$ cat src/rtl/proc_fetch_unit_if.sv
// Fetch-stage bus bundle: imem request/response, redirect from control and the F->D handoff.
// master = fetch unit, slave = the surrounding memory/control environment.
interface proc_fetch_unit_if;
  logic        imemreq_val;
  logic        imemreq_rdy;
  logic [31:0] imemreq_addr;
  logic        imemresp_val;
  logic [31:0] imemresp_data;
  logic        redirect_val;
  logic [31:0] redirect_target;
  logic        f2d_val;
  logic [31:0] f2d_inst;
  logic [31:0] f2d_pc;
  logic        d_rdy;

  modport master (
    output imemreq_val, imemreq_addr, f2d_val, f2d_inst, f2d_pc,
    input  imemreq_rdy, imemresp_val, imemresp_data, redirect_val, redirect_target, d_rdy
  );

  modport slave (
    input  imemreq_val, imemreq_addr, f2d_val, f2d_inst, f2d_pc,
    output imemreq_rdy, imemresp_val, imemresp_data, redirect_val, redirect_target, d_rdy
  );
endinterface

$ cat src/rtl/proc_fetch_unit.sv
// TinyRV1 fetch stage: credit-limited in-order imem requests, instruction queue, tagless redirect squash.
// Defining FETCH_PERF_EN adds saturating perf_fetched / perf_dropped / perf_starve counters.
module proc_fetch_unit #(
  parameter logic [31:0] RESET_PC = 32'h0000_0000,
  parameter int          QDEPTH   = 2,
  parameter int          MAX_OUT  = 4
) (
  input  logic              clk,
  input  logic              rst,
  proc_fetch_unit_if.master bus
`ifdef FETCH_PERF_EN
  ,
  output logic [31:0]       perf_fetched,
  output logic [31:0]       perf_dropped,
  output logic [31:0]       perf_starve
`endif
);

  localparam int CW = $clog2(MAX_OUT + QDEPTH + 1);
  localparam int PW = $clog2(QDEPTH);
  localparam logic [CW-1:0] QDEPTH_C  = CW'(QDEPTH);
  localparam logic [CW-1:0] MAX_OUT_C = CW'(MAX_OUT);
  localparam logic [CW-1:0] ONE_C     = CW'(1);
  localparam logic [CW-1:0] ZERO_C    = CW'(0);
  localparam logic [PW-1:0] PONE_C    = PW'(1);
  localparam logic [31:0]   NOP       = 32'h0000_0013;

  typedef enum logic [0:0] {INIT = 1'b0, RUN = 1'b1} state_t;

  state_t        state_r, state_next_s;
  logic [31:0]   fetch_pc_r, fetch_pc_next_s;
  logic [31:0]   deq_pc_r, deq_pc_next_s;
  logic [CW-1:0] outstanding_r, outstanding_next_s;
  logic [CW-1:0] drop_cnt_r, drop_next_s;
  logic [CW-1:0] count_r, count_next_s;
  logic [PW-1:0] head_r, head_next_s, tail_r, tail_next_s;
  logic [31:0]   mem_r [QDEPTH];
  logic          req_val_r, req_val_next_s, f2d_val_r;
  logic          req_fire_s, deq_s, enq_s, drop_s;
  logic [31:0]   target_s;

  assign req_fire_s = req_val_r & bus.imemreq_rdy;
  assign deq_s      = f2d_val_r & bus.d_rdy;
  assign drop_s     = bus.imemresp_val & (bus.redirect_val | (drop_cnt_r != ZERO_C));
  assign enq_s      = bus.imemresp_val & ~drop_s;
  assign target_s   = bus.redirect_target & 32'hFFFF_FFFC;

  assign bus.imemreq_val  = req_val_r;
  assign bus.imemreq_addr = fetch_pc_r;
  assign bus.f2d_val      = f2d_val_r;
  assign bus.f2d_inst     = mem_r[head_r];
  assign bus.f2d_pc       = deq_pc_r;

  // Next-state: FSM, counters, pointers, and the request/valid flags registered one cycle ahead
  always_comb begin
    state_next_s       = state_r;
    fetch_pc_next_s    = fetch_pc_r;
    deq_pc_next_s      = deq_pc_r;
    drop_next_s        = drop_cnt_r;
    count_next_s       = count_r;
    head_next_s        = head_r;
    tail_next_s        = tail_r;
    outstanding_next_s = outstanding_r;
    req_val_next_s     = 1'b0;

    case (state_r)
      INIT:    state_next_s = RUN;
      RUN:     state_next_s = RUN;
      default: state_next_s = INIT;
    endcase

    outstanding_next_s = outstanding_r + (req_fire_s ? ONE_C : ZERO_C)
                                       - (bus.imemresp_val ? ONE_C : ZERO_C);

    // A redirect turns every in-flight request (including one firing now) into a stale one
    if (bus.redirect_val) begin
      fetch_pc_next_s = target_s;
      deq_pc_next_s   = target_s;
      drop_next_s     = outstanding_next_s;
      count_next_s    = ZERO_C;
      head_next_s     = tail_r;
    end else begin
      fetch_pc_next_s = req_fire_s ? fetch_pc_r + 32'd4 : fetch_pc_r;
      deq_pc_next_s   = deq_s ? deq_pc_r + 32'd4 : deq_pc_r;
      drop_next_s     = (bus.imemresp_val && (drop_cnt_r != ZERO_C)) ? drop_cnt_r - ONE_C : drop_cnt_r;
      count_next_s    = count_r + (enq_s ? ONE_C : ZERO_C) - (deq_s ? ONE_C : ZERO_C);
      head_next_s     = deq_s ? head_r + PONE_C : head_r;
    end

    tail_next_s    = enq_s ? tail_r + PONE_C : tail_r;
    req_val_next_s = (state_next_s == RUN) && (outstanding_next_s < MAX_OUT_C) &&
                     (((outstanding_next_s - drop_next_s) + count_next_s) < QDEPTH_C);
  end

  always_ff @(posedge clk) begin
    if (!rst) begin
      state_r       <= INIT;
      fetch_pc_r    <= RESET_PC;
      deq_pc_r      <= RESET_PC;
      outstanding_r <= ZERO_C;
      drop_cnt_r    <= ZERO_C;
      count_r       <= ZERO_C;
      head_r        <= '0;
      tail_r        <= '0;
      req_val_r     <= 1'b0;
      f2d_val_r     <= 1'b0;
    end else begin
      state_r       <= state_next_s;
      fetch_pc_r    <= fetch_pc_next_s;
      deq_pc_r      <= deq_pc_next_s;
      outstanding_r <= outstanding_next_s;
      drop_cnt_r    <= drop_next_s;
      count_r       <= count_next_s;
      head_r        <= head_next_s;
      tail_r        <= tail_next_s;
      req_val_r     <= req_val_next_s;
      f2d_val_r     <= (count_next_s != ZERO_C);
    end
  end

  // Queue storage resets to nops so the idle head presents a harmless instruction
  always_ff @(posedge clk) begin
    if (!rst) begin
      for (int i = 0; i < QDEPTH; i++) mem_r[i] <= NOP;
    end else if (enq_s) begin
      mem_r[tail_r] <= bus.imemresp_data;
    end
  end

`ifdef FETCH_PERF_EN
  function automatic logic [31:0] sat_add(input logic [31:0] a, input logic [31:0] b);
    logic [32:0] sum;
    sum = {1'b0, a} + {1'b0, b};
    return sum[32] ? 32'hFFFF_FFFF : sum[31:0];
  endfunction

  logic [31:0] flushed_s;

  always_comb begin
    flushed_s = 32'd0;
    if (bus.redirect_val) begin
      flushed_s = 32'(count_r - (deq_s ? ONE_C : ZERO_C));
    end else begin
      flushed_s = 32'd0;
    end
  end

  always_ff @(posedge clk) begin
    if (!rst) begin
      perf_fetched <= 32'd0;
      perf_dropped <= 32'd0;
      perf_starve  <= 32'd0;
    end else begin
      perf_fetched <= sat_add(perf_fetched, {31'd0, deq_s});
      perf_dropped <= sat_add(perf_dropped, flushed_s + {31'd0, drop_s});
      perf_starve  <= sat_add(perf_starve, {31'd0, bus.d_rdy & ~f2d_val_r});
    end
  end
`endif

endmodule

$ cat src/flat_wrapper.sv
// flat-port wrapper written by rule: the top's interface ports become plain ports
module proc_fetch_unit_flat 
#(
  parameter logic [31:0] RESET_PC = 32'h0000_0000,
  parameter int          QDEPTH   = 2,
  parameter int          MAX_OUT  = 4
)
  (clk, rst, bus_imemreq_val, bus_imemreq_addr, bus_f2d_val, bus_f2d_inst, bus_f2d_pc, bus_imemreq_rdy, bus_imemresp_val, bus_imemresp_data, bus_redirect_val, bus_redirect_target, bus_d_rdy);
  proc_fetch_unit_if bus_i ();
  input  logic clk;
  input  logic rst;
  output wire logic [$bits(bus_i.imemreq_val)-1:0] bus_imemreq_val;
  output wire logic [$bits(bus_i.imemreq_addr)-1:0] bus_imemreq_addr;
  output wire logic [$bits(bus_i.f2d_val)-1:0] bus_f2d_val;
  output wire logic [$bits(bus_i.f2d_inst)-1:0] bus_f2d_inst;
  output wire logic [$bits(bus_i.f2d_pc)-1:0] bus_f2d_pc;
  input wire logic [$bits(bus_i.imemreq_rdy)-1:0] bus_imemreq_rdy;
  input wire logic [$bits(bus_i.imemresp_val)-1:0] bus_imemresp_val;
  input wire logic [$bits(bus_i.imemresp_data)-1:0] bus_imemresp_data;
  input wire logic [$bits(bus_i.redirect_val)-1:0] bus_redirect_val;
  input wire logic [$bits(bus_i.redirect_target)-1:0] bus_redirect_target;
  input wire logic [$bits(bus_i.d_rdy)-1:0] bus_d_rdy;
  assign bus_imemreq_val = bus_i.imemreq_val;
  assign bus_imemreq_addr = bus_i.imemreq_addr;
  assign bus_f2d_val = bus_i.f2d_val;
  assign bus_f2d_inst = bus_i.f2d_inst;
  assign bus_f2d_pc = bus_i.f2d_pc;
  assign bus_i.imemreq_rdy = bus_imemreq_rdy;
  assign bus_i.imemresp_val = bus_imemresp_val;
  assign bus_i.imemresp_data = bus_imemresp_data;
  assign bus_i.redirect_val = bus_redirect_val;
  assign bus_i.redirect_target = bus_redirect_target;
  assign bus_i.d_rdy = bus_d_rdy;
  proc_fetch_unit #(.RESET_PC(RESET_PC), .QDEPTH(QDEPTH), .MAX_OUT(MAX_OUT)) u_core (.clk(clk), .rst(rst), .bus(bus_i));
endmodule
$ cat config.mk
export PLATFORM = sky130hd
export DESIGN_NAME = proc_fetch_unit_flat
export DESIGN_NICKNAME = d
export VERILOG_FILES = /design/src/rtl/proc_fetch_unit_if.sv /design/src/rtl/proc_fetch_unit.sv /design/src/flat_wrapper.sv
export SDC_FILE = /design/constraint.sdc
export NUM_CORES = 1
export LEC_CHECK = 0
export ABC_AREA = 1
export CAP_MARGIN = 20
export CORE_UTILIZATION = 35
export DETAILED_ROUTE_END_ITERATION = 8
export PLACE_DENSITY_LB_ADDON = 0.2
export SYNTH_ARGS = -nofsm -noshare
export SYNTH_HDL_FRONTEND = slang
export SYNTH_SLANG_ARGS = --single-unit
$ cat constraint.sdc
create_clock -name clk -period 9.9 [get_ports clk]
set_input_delay 1.98 -clock clk [delete_from_list [all_inputs] [get_ports clk]]
set_output_delay 1.98 -clock clk [all_outputs]
set_load 0.02 [all_outputs]
==> run_results.csv <==
group,metric,value,unit
clock_tree,insertion_delay,0.42,ns
global_route,grt-ovfl-total,0,
min_path,whs_path_depth,1,
synthesis,synth-seq-cells,138,
global_route,grt_start_max_net_pins,57,
timing,finalHoldViolCount,0,
synthesis,ys.flop_type,"dfxtp_1",
detailed_routing,wl,22480,µm
final_layout,multiInputGateArea,3587,µm²
global_route,grt_first_pass_wirelength,34860,µm
power,ir_drop,0.00009348,V
timing,maxSlewHeadroom,25.17,%
clock_tree,clockRootBuffer,"clkbuf_16",
detailed_routing,drtPass1Iterations,5,
critical_path,rrSetupSlack,6.50,ns
timing,final.period_utilization,55.15,%
clock_tree,clk_path_buf_depth,2,
synthesis,ys_warn_count,0,
global_route,antenna_found_initial,0,
critical_path,cpPeakStageDelay,0.48,ns
detailed_routing,wl_per_cell,15.44,µm
final_layout,n_fill_cell,2123,
min_path,min_from,"u_core.head_r",
synthesis,synth_top_area_share,25.15,%
clock_tree,htree_levels,4,
clock_tree,clkSlewWorstSetupHoldPaths,0.06,ns
clock_tree,clock-sinks,138,
timing,tightest_slew,1.118,ns
synthesis,yosysUniqueCellTypes,36,
die,pin_count,168,
timing,max_freq,183.2,MHz
die,dieHeight,149.8,µm
global_route,grt.busiest_layer,"met2",
placement,place_inst,1424,
timing,setup_tns,0,ns
clock_tree,tritoncts,"done",
global_route,use_met2,34.10,%
global_route,track_usage,20.53,%
placement,dp_hpwl,16420,µm
synthesis,syn-cell-area,7642,µm²
detailed_routing,route.detailed.drc,0,
die,die_w,149.8,µm
min_path,min_path_type,"reg2reg",
die,row_count,53,
synthesis,synth_edf_count,64,
run,max_cap_viol_count,0,
critical_path,cp_slowest_cell,"fa_1",
global_route,grt_util_met1,26.81,%
synthesis,synth_top_area_cell,"edfxtp_1",
critical_path,reg2regPathDepth,16,
final_layout,layout.nets,1251,
critical_path,worstReg2RegEnd,"u_core.bus.imemreq_val",
synthesis,ys_async_sr_fraction,0,%
timing,fin_skew,0.008280,ns
clock_tree,numCtsBuffers,17,
synthesis,yosys-top-cells-area,"edfxtp_1 (25%), dfxtp_1 (19%), nand2_1 (13%)",
final_layout,final_common_cell,"nand2_1",
synthesis,syn_avg_cell_area,7.559,µm²
detailed_routing,avgViaCountPerCell,4.806,
final_layout,drive_above_1_share,8.637,%
die,core,21220,µm²
critical_path,end_kind,"flop",
final_layout,area_growth,32.20,%
final_layout,final_cell_mix,"nand2_1 (261), clkdlybuf4s50_1 (161), nor2_1 (159)",
clock_tree,ctsHoldBuffers,0,
critical_path,crit_type,"in2reg",
synthesis,ys_seq_area_share,44.53,%
detailed_routing,vias,6997,
critical_path,r2r-start,"u_core.bus.f2d_val",
outcome,status,"complete, no violations",
critical_path,cp-start-kind,"primary input",
placement,io_buffers,161,
power,power_density,167.5,nW/µm²
critical_path,cp_common_cell,"nand2_1",
die,dieArea,22430,µm²
critical_path,path_cells,"clkdlybuf4s50_1 -> buf_4 -> inv_2 -> nand2_1 -> nor2_1 -> ha_1 -> inv_1 -> fa_1 -> nor2_1 -> fa_1 -> fa_1 -> nand3b_1 -> nand2_1 -> nand2_1 -> nand2_1 -> nand2_1 -> a21oi_1",
critical_path,required,10.25,ns
final_layout,seq_area,3403,µm²
timing,min_period,5.460,ns
final_layout,diodes,0,
timing,rsz0062_at_grt,"false",
power,leakagePower,3.979,nW
global_route,grt_pass1_vias,6631,
synthesis,syn_inst,1011,
timing,slew_violations,0,
timing,setup_viol,0,
critical_path,critPathMaxFanout,45,
detailed_routing,first_iter_violations,332,
die,start_util,36.01,%
clock_tree,post-cts-setup-buffer-count,0,
global_route,gr-usage-met3,3.659,%
clock_tree,cts_resized,0,
placement,gp_congestion,0.8902,
final_layout,layout.cells.non_filler,1456,
critical_path,crit_family,"adder cells",
critical_path,crit_arrival,5.81,ns
detailed_routing,ant_nets,0,
critical_path,path_buf_inv,4,
[layout make-up]
cell class	instances	share of cell area, %
clock buffer	17	4.211
tap	275	3.406
clock inverter	15	1.635
sequential	138	33.68
inverter	131	4.867
multi-input combinational	709	35.50
timing repair buffer	171	16.69
[cell usage after synthesis (14+ instances only)]
cell	count
nor2_1	159
a21oi_1	46
mux2_2	27
edfxtp_1	64
buf_2	14
clkbuf_1	14
dfxtp_1	74
o21ai_0	37
a31oi_1	20
inv_1	128
nand3_1	57
nand2_1	261
xor2_1	24
[registers in the layout (all words and copies together), names as in the netlist, named ones only]
signal                   count
u_core.mem_r                64
u_core.count_r               3
u_core.drop_cnt_r            3
u_core.outstanding_r         3
u_core.bus.imemreq_addr     30
u_core.bus.imemreq_val       1
u_core.bus.f2d_pc           30
u_core.tail_r                1
u_core.bus.f2d_val           1
u_core.head_r                1
[logic make-up (layout without fill, tap and decap cells)]
family / after synthesis / in the layout / share of synthesized area [%]
xor gates and xnor gates: 26 / 26 / 2.980
and+or+nand+nor: 520 / 520 / 28.41
adders and majority gates: 13 / 13 / 2.521
muxes: 32 / 32 / 4.715
other: 1 / 4 / 0.04907
AOI/OAI and AO/OA: 114 / 114 / 8.121
buffers and inverters: 167 / 334 / 8.677
DFF: 138 / 138 / 44.53
[report_power, final]
part | switching (mW) | internal [mW] | total (mW)
Sequential | 0.0357 | 0.640 | 0.676
Clock | 0.264 | 0.376 | 0.640
Combinational | 0.215 | 0.161 | 0.376
Total | 0.514 | 1.18 | 1.69
[how the worst max path moves through the flow]
stage                          start                     end  slack [ns]  depth (start not counted)
floorplan                  bus_d_rdy  u_core.bus.imemreq_val        5.15                         16
global placement    bus_redirect_val  u_core.bus.imemreq_val        4.01                         17
detailed placement  bus_redirect_val  u_core.bus.imemreq_val        3.98                         17
CTS                 bus_redirect_val  u_core.bus.imemreq_val        4.42                         17
global route        bus_redirect_val  u_core.bus.imemreq_val        4.09                         17
finish              bus_redirect_val  u_core.bus.imemreq_val        4.44                         17
[layer usage]
layer,up-vias,wire (µm)
met3,25,1287
met5,-,0
met4,0,483
met1,3210,10220
met2,216,10490
li1,3546,-
[through the flow]
| stage | utilization [%] | hold WS [ns] | cell area (µm²) | worst slack [ns] | total power [mW] |
|---|---|---|---|---|---|
| after floorplan | - | 0.4401 | 7654 | 5.152 | 0.9178 |
| after global placement | 44.83 | 0.4534 | 9513 | 4.010 | 1.060 |
| after detailed placement | 44.83 | 0.4601 | 9513 | 3.976 | 1.064 |
| after CTS | 47.61 | 0.4676 | 10100 | 4.421 | 1.706 |
| after global routing | 47.61 | 0.4867 | 10100 | 4.093 | 1.780 |
| final | 47.61 | 0.4689 | 10100 | 4.440 | 1.692 |
Note: power is estimated with default switching activity, not from simulation.
